===== config.mk =====
export PLATFORM = sky130hd
export DESIGN_NAME = reduce_sum_nbit
export DESIGN_NICKNAME = d
export VERILOG_FILES = /design/src/rtl/reduce_sum_nbit_pkg.sv /design/src/rtl/adder_nbit.sv /design/src/rtl/reduce_sum_nbit.sv
export SDC_FILE = /design/constraint.sdc
export NUM_CORES = 1
export LEC_CHECK = 0
export CORE_MARGIN = 1.5
export CORE_UTILIZATION = 30
export CTS_BUF_LIST = sky130_fd_sc_hd__clkbuf_8 sky130_fd_sc_hd__clkbuf_16
export CTS_CLUSTER_DIAMETER = 50
export DETAILED_ROUTE_END_ITERATION = 10
export DONT_BUFFER_PORTS = 1
export MAX_ROUTING_LAYER = met4
export PLACE_DENSITY = 0.47
export SLEW_MARGIN = 20
export SYNTH_ARGS = -nofsm -noshare
export SYNTH_HDL_FRONTEND = slang
export SYNTH_SLANG_ARGS = --single-unit
export TNS_END_PERCENT = 1

===== constraint.sdc =====
create_clock -name clk -period 2.6 [get_ports clk]
set_input_delay 0.52 -clock clk [delete_from_list [all_inputs] [get_ports clk]]
set_output_delay 0.52 -clock clk [all_outputs]
set_load 0.01 [all_outputs]

===== src/rtl/reduce_sum_nbit_pkg.sv =====
// State encodings for the vector sum reducer.
// These are kept in one place so that the top and any future monitors agree on them.
package reduce_sum_nbit_pkg;

    localparam logic [1:0] ST_IDLE  = 2'd0;
    localparam logic [1:0] ST_ACCUM = 2'd1;
    localparam logic [1:0] ST_DONE  = 2'd2;

endpackage


===== src/rtl/adder_nbit.sv =====
// N-bit adder, sum modulo 2^WIDTH with the carry-out dropped; IMPL_TYPE picks the gate style.
// Latency: combinational, zero cycles.
// Backpressure: none, this is a pure datapath.
module adder_nbit #(
    parameter int WIDTH     = 32,
    parameter int IMPL_TYPE = 0
) (
    input  logic [WIDTH-1:0] a,
    input  logic [WIDTH-1:0] b,
    output logic [WIDTH-1:0] sum
);

    generate
        if (IMPL_TYPE == 1) begin : g_ripple
            logic [WIDTH-1:0] c;
            assign c[0] = 1'b0;
            for (genvar i = 0; i < WIDTH; i++) begin : g_bit
                assign sum[i] = a[i] ^ b[i] ^ c[i];
                // The carry out of the MSB is never formed.
                if (i < WIDTH-1) begin : g_carry
                    assign c[i+1] = (a[i] & b[i]) | (c[i] & (a[i] ^ b[i]));
                end
            end
        end else begin : g_behav
            assign sum = a + b;
        end
    endgenerate

endmodule


===== src/rtl/reduce_sum_nbit.sv =====
// Accumulates a valid/ready stream of elements into one sum and element count per vector.
// Latency: the result is valid the cycle after the in_last transfer.
// Backpressure: input stalls while a result is held, and there is one bubble after each result.
module reduce_sum_nbit
    import reduce_sum_nbit_pkg::*;
#(
    parameter int WIDTH     = 32,
    parameter int IMPL_TYPE = 0,
    parameter int CNT_WIDTH = 16
) (
    input  logic                 clk,
    input  logic                 rst,
    input  logic                 in_valid,
    output logic                 in_ready,
    input  logic [WIDTH-1:0]     in_data,
    input  logic                 in_last,
    output logic                 out_valid,
    input  logic                 out_ready,
    output logic [WIDTH-1:0]     out_sum,
    output logic [CNT_WIDTH-1:0] out_count
);

    logic [1:0]           state;
    logic [WIDTH-1:0]     acc;
    logic [CNT_WIDTH-1:0] cnt;
    logic [WIDTH-1:0]     add_sum;
    logic [CNT_WIDTH-1:0] cnt_inc;
    logic                 in_xfer;
    logic                 out_xfer;

    adder_nbit #(
        .WIDTH     (WIDTH),
        .IMPL_TYPE (IMPL_TYPE)
    ) u_adder (
        .a   (acc),
        .b   (in_data),
        .sum (add_sum)
    );

    assign in_ready  = (state != ST_DONE);
    assign out_valid = (state == ST_DONE);
    assign in_xfer   = in_valid & in_ready;
    assign out_xfer  = out_valid & out_ready;
    assign out_sum   = acc;
    assign out_count = cnt;

    // The count sticks at all-ones; the sum keeps absorbing elements.
    assign cnt_inc = (&cnt) ? cnt : cnt + {{(CNT_WIDTH-1){1'b0}}, 1'b1};

    always_ff @(posedge clk or posedge rst) begin
        if (rst) begin
            state <= ST_IDLE;
            acc   <= '0;
            cnt   <= '0;
        end else begin
            case (state)
                ST_IDLE: begin
                    if (in_xfer) begin
                        acc   <= in_data;
                        cnt   <= {{(CNT_WIDTH-1){1'b0}}, 1'b1};
                        state <= in_last ? ST_DONE : ST_ACCUM;
                    end
                end
                ST_ACCUM: begin
                    if (in_xfer) begin
                        acc   <= add_sum;
                        cnt   <= cnt_inc;
                        state <= in_last ? ST_DONE : ST_ACCUM;
                    end
                end
                ST_DONE: begin
                    if (out_xfer) begin
                        state <= ST_IDLE;
                    end
                end
                default: state <= ST_IDLE;
            endcase
        end
    end

endmodule


==> metrics.cfg <==
[worst_setup_path]
cp_slowest_cell = dfrtp_1
r2r_end = out_sum[30]
path_max_fanout = 3
cp-start-kind = flop
path_class = reg -> reg
crit_arrival_ns = 3.01
ff2ff_path_depth = 11
crit_chain = ha_4, fa_2, a21oi_2, nor2_2, nor3_2, nor3b_2, a211o_1, a221o_1, a221oi_2, mux2i_1, a211o_1
end_kind = flop
cpPeakStageDelay_ns = 0.41
r2r_start = out_sum[0]
reg2reg_slack_ns = -0.21
worstPathRequired_ns = 2.79
cpMostUsedCell = a211o_1

[timing]
period_share_pct = 108.1
fin_ws_ns = -0.2102
final-max-slew-violation-count = 0
fin_skew_ns = 0.01077
worst_slew_pin_slew_ns = 0.6664
setup_violations = 6
hold_viol = 0
whs_ns = 0.1560
fmax_mhz = 355.8
period_minus_slack_ns = 2.810
fin_setup_tns_ns = -0.7910
relSlewSlack_pct = 55.57
rsz0062_at_grt = yes

[min_path]
hp-class = in -> async

[drt]
wire_per_inst_um = 15.55
wl_met2_mm = 4.822
met1Wirelength_mm = 5.076
viasPerCell = 5.092
drt-total-wl_mm = 10.68
antenna_left = 0
dr.pass1.iters = 4
via_count = 3498
wl_met3_um = 604
drc = 0
drtIter0Drc = 130
top_layer = met4

[global_route]
grt_overflow = 0
grt_max_degree = 35
grt_pass1_vias = 3475
antenna_found_initial = 0
grt_use_total_pct = 17.49
grt_pass1_wl_mm = 17.71

[outcome]
violations = negative setup slack
status = finished with violations

[finish]
nets = 588
syn_to_final_growth_pct = 24.89
final_cells = 687
n_fill_cell = 1270
num_antenna_cells = 0
drive_gt1_share_pct = 19.65
utilization_pct = 38.82

[clock_network]
clkTransAtPathRegs_ns = 0.08
clock_sinks = 50
clk_root_buffer_cell = clkbuf_16
hold_buffers = 0
clock_path_buffers = 2
clk_latency_ns = 0.30
cts_buffers = 5
htree_levels = 2
cts_tree = yes

[logic_synthesis]
synth.avg_cell_area_sq_um = 8.274
synth_top_area_share_pct = 33.23
ys_seq_area_share_pct = 33.23
synthFlopType = dfrtp_1
syn-cell-area_sq_um = 3765
synth.distinct_cells = 44
yosysMostFrequentCell = nand2_1
async_flop_share_pct = 100.0
synth_top_area_cell = dfrtp_1
synth_edf_count = 0
yosys-top-cells-count = 61 x nand2_1, 50 x dfrtp_1, 44 x o21ai_0
synthCells = 455
yosysWarnings = 0
synth_nets = 525
ys_ff_latch = 50
synthTopCellsByArea = dfrtp_1 33%, ha_1 11%, nand2_1 6.1%

[placement]
hpwl_mm = 8.128
port_buffers = 0
numPlacedInstances = 674
gp_congestion = 0.8743

[die]
row_count = 40
die-area_sq_um = 13230
io_pins = 87
start_util_pct = 31.08
core_sq_um = 12110
die_h_um = 115.0
dieWidth_um = 115.0

[job]
drv_cap = 0

[power_and_ir_drop]
total_power_mw = 4.171
peakVddDrop_mv = 0.3066
power.leakage_nw = 2.176
p_per_area_nw_per_um2 = 887.0

[sequential cells by signal, summed over array words and instances (netlist names)]
name / count
state: 2
out_sum: 32
out_count: 16
[cells by family (layout without fill, tap and decap cells)]
logic type      Yosys count  after routing  share of synthesized area [%]
buf+inv                  28             92                          2.792
compound gates          143            143                          23.03
simple gates            157            157                          19.24
xor+xnor                 35             35                          8.142
mux                       9              9                          2.393
flops                    50             50                          33.23
fa+ha+maj                33             33                          11.17
[worst max-delay path by stage]
stage / startpoint / to / slack [ns] / cells after the start
after global placement: in_data[0] / out_sum[30] / -0.38 / 11
after global routing: out_sum[0] / out_sum[30] / -0.34 / 11
after detailed placement: in_data[0] / out_sum[30] / -0.43 / 11
after CTS: out_sum[0] / out_sum[30] / -0.31 / 11
final: out_sum[0] / out_sum[30] / -0.21 / 11
after floorplan: in_data[0] / out_sum[30] / -0.22 / 11
[cell usage in the layout, fill, tap and decap left out, types with 13 or more instances in the layout]
cell type | netlist | final
nor2_1 | 37 | 36
xor2_1 | 22 | 22
o21ai_0 | 44 | 40
ha_1 | 32 | 29
buf_4 | 0 | 72
nand2_1 | 61 | 61
xnor2_1 | 13 | 13
dfrtp_1 | 50 | 50
a21oi_1 | 38 | 37
nand3_1 | 18 | 18
[where the power goes]
part / internal [mW] / switching [mW]
registers: 0.954 / 0.228
clock network: 0.361 / 0.332
logic: 1.12 / 1.18
total: 2.43 / 1.74
[worst max-delay path: cells and delay by family, from the launching register on]
kind            cells  cell delay (ns)
mux                 1             0.10
fa+ha+maj           2             0.53
flops               1             0.41
compound gates      5             1.30
simple gates        3             0.37
[what timing repair did]
| item | in CTS | in global routing |
|---|---|---|
| setup buffers | 4 | 1 |
| pin swaps | 9 | 10 |
| resized for setup | 7 | 7 |
| endpoints found under the setup margin | 9 | 14 |
[area by class of cell]
class	instances	area, sq um	share of cell area (%)
Multi-Input combinational cell	377	2490	52.95
Sequential cell	50	1251	26.61
Timing Repair Buffer	73	560.5	11.92
Tap cell	168	210.2	4.470
Clock buffer	5	125.1	2.661
Inverter	11	41.29	0.8781
Clock inverter	3	23.77	0.5056
[stage by stage]
| stage | worst slack [ns] | instance area (sq um) |
|---|---|---|
| 2_1_floorplan | -0.2215 | 3789 |
| 3_3_place_gp | -0.3840 | 4461 |
| 3_5_place_dp | -0.4304 | 4461 |
| 4_1_cts | -0.3072 | 4659 |
| 5_1_grt | -0.3443 | 4702 |
| 6_report | -0.2102 | 4702 |
[layer usage]
layer,vias up,track usage (%)
met2,73,27.30
met1,1637,22.38
li1,1774,-
met4,0,5.350
met3,14,4.270
met5,-,-
No activity file was read; power rests on OpenSTA's default activity.
